`src/rtl/ex_muldiv_pkg.sv`:
```
// Shared encodings and the result sign-fix/select helper for the RV32M execute unit.
package ex_muldiv_pkg;

    localparam int unsigned XLEN = 32;

    localparam logic [6:0] OPCODE_OP     = 7'b0110011;
    localparam logic [6:0] FUNCT7_MULDIV = 7'b0000001;

    localparam logic [2:0] F3_MUL    = 3'd0;
    localparam logic [2:0] F3_MULH   = 3'd1;
    localparam logic [2:0] F3_MULHSU = 3'd2;
    localparam logic [2:0] F3_MULHU  = 3'd3;
    localparam logic [2:0] F3_DIV    = 3'd4;
    localparam logic [2:0] F3_DIVU   = 3'd5;
    localparam logic [2:0] F3_REM    = 3'd6;
    localparam logic [2:0] F3_REMU   = 3'd7;

    localparam logic ENABLE  = 1'b1;
    localparam logic DISABLE = 1'b0;

    // Product and quotient share the sign flag; the remainder follows the dividend.
    function automatic logic [XLEN-1:0] muldiv_select(
        input logic [2:0]        f3,
        input logic [2*XLEN-1:0] prod,
        input logic [XLEN-1:0]   quot,
        input logic [XLEN-1:0]   rem,
        input logic              sign,
        input logic              rsign
    );
        logic [2*XLEN-1:0] p;
        logic [XLEN-1:0]   q;
        logic [XLEN-1:0]   r;
        p = sign  ? -prod : prod;
        q = sign  ? -quot : quot;
        r = rsign ? -rem  : rem;
        case (f3)
            F3_MUL:                      return p[XLEN-1:0];
            F3_MULH, F3_MULHSU, F3_MULHU: return p[2*XLEN-1:XLEN];
            F3_DIV, F3_DIVU:             return q;
            default:                     return r;
        endcase
    endfunction

endpackage

```
`src/rtl/ex_muldiv_wb.sv`:
```
// Registered write-back stage: result, destination and write-enable, all reset to 0.
module ex_muldiv_wb
    import ex_muldiv_pkg::*;
#(
    parameter int unsigned WIDTH = 32
) (
    input  logic             clk,
    input  logic             rest,
    input  logic             load_i,
    input  logic [WIDTH-1:0] result_i,
    input  logic [4:0]       rd_addr_i,
    output logic [WIDTH-1:0] result_o,
    output logic [4:0]       rd_addr_o,
    output logic             we_o
);

    logic [WIDTH-1:0] result_q;
    logic [4:0]       rd_addr_q;
    logic             we_q;

    always_ff @(posedge clk or negedge rest) begin
        if (!rest) begin
            result_q  <= '0;
            rd_addr_q <= '0;
            we_q      <= DISABLE;
        end else begin
            we_q <= load_i;
            if (load_i) begin
                result_q  <= result_i;
                rd_addr_q <= rd_addr_i;
            end
        end
    end

    assign result_o  = result_q;
    assign rd_addr_o = rd_addr_q;
    assign we_o      = we_q;

endmodule

```
`src/rtl/ex_muldiv.sv`:
```
// Iterative RV32M multiply/divide: 32-cycle shift-add multiply and restoring divide,
// stalling the pipeline while busy and emitting a one-cycle register write.
module ex_muldiv
    import ex_muldiv_pkg::*;
#(
    parameter int unsigned WIDTH = 32
) (
    input  logic             clk,
    input  logic             rest,
    input  logic [6:0]       idex2ex_opcode_i,
    input  logic [2:0]       idex2ex_funct3_i,
    input  logic [31:0]      idex2ex_id_ins_i,
    input  logic [WIDTH-1:0] idex2ex_source1_i,
    input  logic [WIDTH-1:0] idex2ex_source2_i,
    input  logic [4:0]       idex2ex_rd_addr_i,
    input  logic             cu2ex_flush_i,
    output logic             ex2cu_hold_flag_o,
    output logic [WIDTH-1:0] ex2wb_result_o,
    output logic [4:0]       ex2wb_rd_addr_o,
    output logic             ex2wb_we_o
);

    typedef enum logic [1:0] {
        S_IDLE = 2'd0,
        S_CALC = 2'd1,
        S_DONE = 2'd2
    } state_e;

    state_e          state_q, state_d;
    logic [4:0]      count_q, count_d;
    logic [2:0]      f3_q, f3_d;
    logic [4:0]      rd_q, rd_d;
    logic [63:0]     acc_q, acc_d;
    logic [63:0]     mcand_q, mcand_d;
    logic [31:0]     mplier_q, mplier_d;
    logic [31:0]     rem_q, rem_d;
    logic            sign_q, sign_d;
    logic            rsign_q, rsign_d;

    logic            start, special, div_zero, div_ovf;
    logic            sa, sb;
    logic [31:0]     mag_a, mag_b;
    logic [32:0]     shifted;
    logic            load;
    logic [WIDTH-1:0] result_d;
    logic            we_raw;
    logic            unused_ins;

    assign unused_ins = ^idex2ex_id_ins_i[24:0];

    always_comb begin
        start = (state_q == S_IDLE) && (idex2ex_opcode_i == OPCODE_OP) &&
                (idex2ex_id_ins_i[31:25] == FUNCT7_MULDIV) && !cu2ex_flush_i;
        sa = idex2ex_source1_i[31] &&
             (idex2ex_funct3_i inside {F3_MULH, F3_MULHSU, F3_DIV, F3_REM});
        sb = idex2ex_source2_i[31] &&
             (idex2ex_funct3_i inside {F3_MULH, F3_DIV, F3_REM});
        mag_a    = sa ? -idex2ex_source1_i : idex2ex_source1_i;
        mag_b    = sb ? -idex2ex_source2_i : idex2ex_source2_i;
        div_zero = idex2ex_funct3_i[2] && (idex2ex_source2_i == '0);
        div_ovf  = (idex2ex_funct3_i inside {F3_DIV, F3_REM}) &&
                   (idex2ex_source1_i == 32'h8000_0000) && (idex2ex_source2_i == '1);
        special  = div_zero || div_ovf;
    end

    always_ff @(posedge clk or negedge rest) begin
        if (!rest) state_q <= S_IDLE;
        else       state_q <= state_d;
    end

    always_comb begin
        state_d = state_q;
        case (state_q)
            S_IDLE:  if (start) state_d = special ? S_DONE : S_CALC;
            S_CALC:  if (count_q == 5'd31) state_d = S_DONE;
            S_DONE:  state_d = S_IDLE;
            default: state_d = S_IDLE;
        endcase
        if (cu2ex_flush_i) state_d = S_IDLE;
    end

    // Outputs load on the edge entering DONE so the write is visible during DONE itself.
    always_comb begin
        ex2cu_hold_flag_o = rest && !cu2ex_flush_i && (start || (state_q == S_CALC));
        load              = (state_d == S_DONE);
    end

    always_comb begin
        count_d  = count_q;
        f3_d     = f3_q;
        rd_d     = rd_q;
        acc_d    = acc_q;
        mcand_d  = mcand_q;
        mplier_d = mplier_q;
        rem_d    = rem_q;
        sign_d   = sign_q;
        rsign_d  = rsign_q;
        shifted  = {rem_q, acc_q[31]};
        if (start) begin
            count_d = '0;
            f3_d    = idex2ex_funct3_i;
            rd_d    = idex2ex_rd_addr_i;
            if (special) begin
                acc_d   = {32'b0, (div_zero ? 32'hFFFF_FFFF : 32'h8000_0000)};
                rem_d   = div_zero ? idex2ex_source1_i : '0;
                sign_d  = 1'b0;
                rsign_d = 1'b0;
            end else begin
                mcand_d  = {32'b0, mag_a};
                mplier_d = mag_b;
                acc_d    = idex2ex_funct3_i[2] ? {32'b0, mag_a} : '0;
                rem_d    = '0;
                sign_d   = sa ^ sb;
                rsign_d  = sa;
            end
        end else if (state_q == S_CALC) begin
            count_d = count_q + 5'd1;
            if (f3_q[2]) begin
                if (shifted >= {1'b0, mplier_q}) begin
                    rem_d = 32'(shifted - {1'b0, mplier_q});
                    acc_d = {32'b0, acc_q[30:0], 1'b1};
                end else begin
                    rem_d = shifted[31:0];
                    acc_d = {32'b0, acc_q[30:0], 1'b0};
                end
            end else begin
                if (mplier_q[0]) acc_d = acc_q + mcand_q;
                mcand_d  = mcand_q << 1;
                mplier_d = mplier_q >> 1;
            end
        end
        result_d = muldiv_select(f3_d, acc_d, acc_d[31:0], rem_d, sign_d, rsign_d);
    end

    always_ff @(posedge clk or negedge rest) begin
        if (!rest) begin
            count_q  <= '0;
            f3_q     <= '0;
            rd_q     <= '0;
            acc_q    <= '0;
            mcand_q  <= '0;
            mplier_q <= '0;
            rem_q    <= '0;
            sign_q   <= 1'b0;
            rsign_q  <= 1'b0;
        end else begin
            count_q  <= count_d;
            f3_q     <= f3_d;
            rd_q     <= rd_d;
            acc_q    <= acc_d;
            mcand_q  <= mcand_d;
            mplier_q <= mplier_d;
            rem_q    <= rem_d;
            sign_q   <= sign_d;
            rsign_q  <= rsign_d;
        end
    end

    ex_muldiv_wb #(.WIDTH(WIDTH)) u_wb (
        .clk       (clk),
        .rest      (rest),
        .load_i    (load),
        .result_i  (result_d),
        .rd_addr_i (rd_d),
        .result_o  (ex2wb_result_o),
        .rd_addr_o (ex2wb_rd_addr_o),
        .we_o      (we_raw)
    );

    // A flush arriving in DONE still kills the pending write.
    assign ex2wb_we_o = we_raw && !cu2ex_flush_i;

endmodule

```
`config.mk`:
```
export PLATFORM = sky130hd
export DESIGN_NAME = ex_muldiv
export DESIGN_NICKNAME = d
export VERILOG_FILES = /design/src/rtl/ex_muldiv_pkg.sv /design/src/rtl/ex_muldiv_wb.sv /design/src/rtl/ex_muldiv.sv
export SDC_FILE = /design/constraint.sdc
export NUM_CORES = 1
export LEC_CHECK = 0
export CORE_MARGIN = 2
export CORE_UTILIZATION = 48
export DETAILED_ROUTE_END_ITERATION = 8
export PLACE_DENSITY = 0.71
export SETUP_SLACK_MARGIN = 0.15
export SYNTH_ARGS = -nofsm -noshare
export SYNTH_HDL_FRONTEND = slang
export SYNTH_SLANG_ARGS = --single-unit
```
`constraint.sdc`:
```
create_clock -name clk -period 10.5 [get_ports clk]
set_clock_uncertainty 0.05 [all_clocks]
set_input_delay 3.15 -clock clk [delete_from_list [all_inputs] [get_ports clk]]
set_output_delay 3.15 -clock clk [all_outputs]
set_load 0.03 [all_outputs]
```
==> results.yml <==
die:
  die_y_um: 222
  io_pins: 153
  die_w_um: 222
  initial_core_util_pct: 48.3
  num_rows: 80
  dieArea_sq_um: 49500
  coreArea_sq_um: 47400
timing:
  setup_tns_ns: 0
  setup_viol: 0
  hold_violations: 0
  maxSlewHeadroom_pct: 18.3
  maxSlewViolCount: 0
  fin_crit_ns: 8.95
  max_slew.worst_pin.slew_ns: 1.22
  rsz0062_at_grt: "false"
  setup_slack_ns: 1.55
  fmax_mhz: 112
  period_share_pct: 85.2
critical_path:
  critical_path.endpoint_type: "register"
  setup.worst_path.class: "input pin to register"
  required_ns: 10.88
  critPathLaunchType: "input pin"
  crit_fanout: 6
  reg2reg_setup_slack_ns: 3.77
  crit_arrival_ns: 9.33
cts:
  numCtsBuffers: 31
  clockRootBuffer: "clkbuf_16"
  clock_sinks: 247
  htreeDepth: 1
  clock_latency_ns: 0.61
  tritoncts: "built"
  path_clk_slew_ns: 0.06
  post_cts_resized: 0
  clock_path_buffers: 3
  post_cts_buffers: 0
  ctsHoldBuffers: 0
finish:
  fin_nets: 3279
  area_growth_pct: 12.3
  drive_above_1_share_pct: 5.81
  fin_util_pct: 54.2
  n_antenna_cell: 0
power_and_ir_drop:
  p_leak_uw: 0.0102
  vdd_drop_max_uv: 149
  pwr_density_cell_nw_per_um2: 95.6
  power_uw: 2460
status:
  status: "complete, no violations"
synthesis:
  syn-cell-area_sq_um: 22900
  ys_async_sr_fraction_pct: 100
  seq_area_frac_synth_pct: 27.0
  synth_edf_count: 0
  yosys_most_used_dff: "dfrtp_1"
  synthCells: 3036
  synth_area_leader_cell: "dfrtp_1"
  ys_ff_latch: 247
  syn_area_per_cell_sq_um: 7.54
  ys_top_cells_by_area: "dfrtp_1 27%, nand2_1 6.5%, ha_1 5.6%, a21oi_1 5.4%, o21ai_0 5.4%"
  ys_warn_count: 0
  synth_top_area_share_pct: 27.0
  ys_types: 95
  syn_nets: 3254
global_route:
  grt_pass1_wl_mm: 147
  grt_start_max_net_pins: 73
  track_usage_pct: 38.8
  antenna_found_initial: 3
  grt_pass1_vias: 23700
  overflow: 0
place:
  port_buffers: 127
  dp_hpwl_mm: 77.1
  place_congestion: 1.03
  dp_slack_ns: 1.30
routing:
  drt_iter0_markers: 2887
  firstDrtPassIters: 6
  viasPerCell: 6.89
  drc_errors: 0
  ant_nets: 0
  drt_wl_total_mm: 99.2
  vias: 25500
  wl_per_cell_um: 26.8
worst_hold_path:
  hold_class: "register to register"
run:
  maxCapViolCount: 0
[per-layer routing]
layer | wire length, um | GRT usage [%] | share of wire (%) | up-vias
met2 | 42200 | 59.0 | 43 | 1494
met4 | 6940 | 22.5 | 7.0 | 2
met3 | 10000 | 7.82 | 10 | 306
li1 | - | - | - | 11400
met1 | 40100 | 51.3 | 40 | 12300
met5 | 9 | 0 | 0.0091 | -
[sequential cells by signal (all words and copies together), names as in the netlist, 5 cells and up]
register / count
rem_q: 32
mplier_q: 32
u_wb.result_o: 32
rd_q: 5
mcand_q: 64
u_wb.rd_addr_o: 5
count_q: 5
acc_q: 64
[placed cells by master (no fill, tap or decap), types with 94 or more instances in the layout]
master | Yosys | layout
inv_1 | 111 | 111
ha_1 | 102 | 102
a21oi_1 | 247 | 244
dfrtp_1 | 247 | 247
nand2_1 | 395 | 393
o21ai_0 | 245 | 245
xnor2_1 | 94 | 94
clkdlybuf4s50_1 | 0 | 126
nor2_1 | 243 | 237
nand3_1 | 103 | 103
[stage by stage]
step,cell area [sq um],hold WS [ns],std cells
final,25700,0.414,3698
after global routing,25700,0.428,3698
after CTS,25700,0.413,3698
after detailed placement,24700,0.400,3643
after global placement,24700,0.395,3643
after floorplan,22900,0.382,3036
[path summary, 6_finish.rpt]
path                                        from                end  depth (start not counted)
max                        idex2ex_source1_i[24]  u_wb.result_o[20]                         16
min                                      rd_q[1]            rd_q[1]                          2
max reg2reg                          mplier_q[0]  u_wb.result_o[20]                         19
min reg2reg                              rd_q[1]            rd_q[1]                          2
max in group asynchronous                   rest            rd_q[1]                          2
min in group asynchronous                   rest        mcand_q[34]                          1
[area by class of cell]
type / instances / area (sq um)
Sequential cell: 247 / 6180
Inverter: 113 / 424
Tap cell: 615 / 769
Clock buffer: 39 / 846
Timing Repair Buffer: 180 / 1670
Multi-Input combinational cell: 2488 / 15700
Fill cell: 4591 / 21700
Clock inverter: 16 / 159
[kinds of logic (layout without fill, tap and decap cells)]
kind of cell             count (synthesis)  after routing  share of synthesized area [%]
AND/OR/NAND/NOR                       1137           1137                           24.4
multiplexers                            38             38                           1.68
flip-flops                             247            247                           27.0
buffers and inverters                  301            348                           4.98
AO/OA/AOI/OAI                         1036           1036                           29.6
XOR/XNOR                               173            173                           6.62
adder cells (fa/ha/maj)                104            104                           5.75
[cell usage after synthesis, types with 33 or more instances]
cell type,number
nor2_1,243
mux2i_1,35
o31ai_1,37
inv_1,111
nand3_1,103
o21a_1,33
a21o_1,36
and3_1,34
xnor2_1,94
ha_1,102
a21oi_1,247
o21ai_0,245
a31oi_1,67
nand2_1,395
nor4_1,35
dfrtp_1,247
nand4_1,84
xor2_1,79
clkbuf_1,162
nor3_1,65
o211ai_1,74
[report_power, final]
| group | switching [uW] | internal, uW | leakage, uW |
|---|---|---|---|
| Sequential | 20.0 | 970 | 0.00300 |
| Clock | 471 | 620 | 0.000497 |
| Combinational | 246 | 130 | 0.00666 |
[worst max-delay path, cell delays in order]
cell             delay (ns)
clkdlybuf4s50_1        0.63
or4_4                  0.67
nor4_4                 0.36
nand4_2                0.23
o211ai_2               0.52
o211ai_1               0.32
inv_1                  0.13
ha_1                   0.17
o211ai_1               0.15
or3b_2                 0.57
nor4_2                 0.91
nand3_1                0.14
nand4bb_1              0.24
and4_1                 0.25
nor4_1                 0.65
o21ai_0                0.22
(Power assumes the default switching activity.)
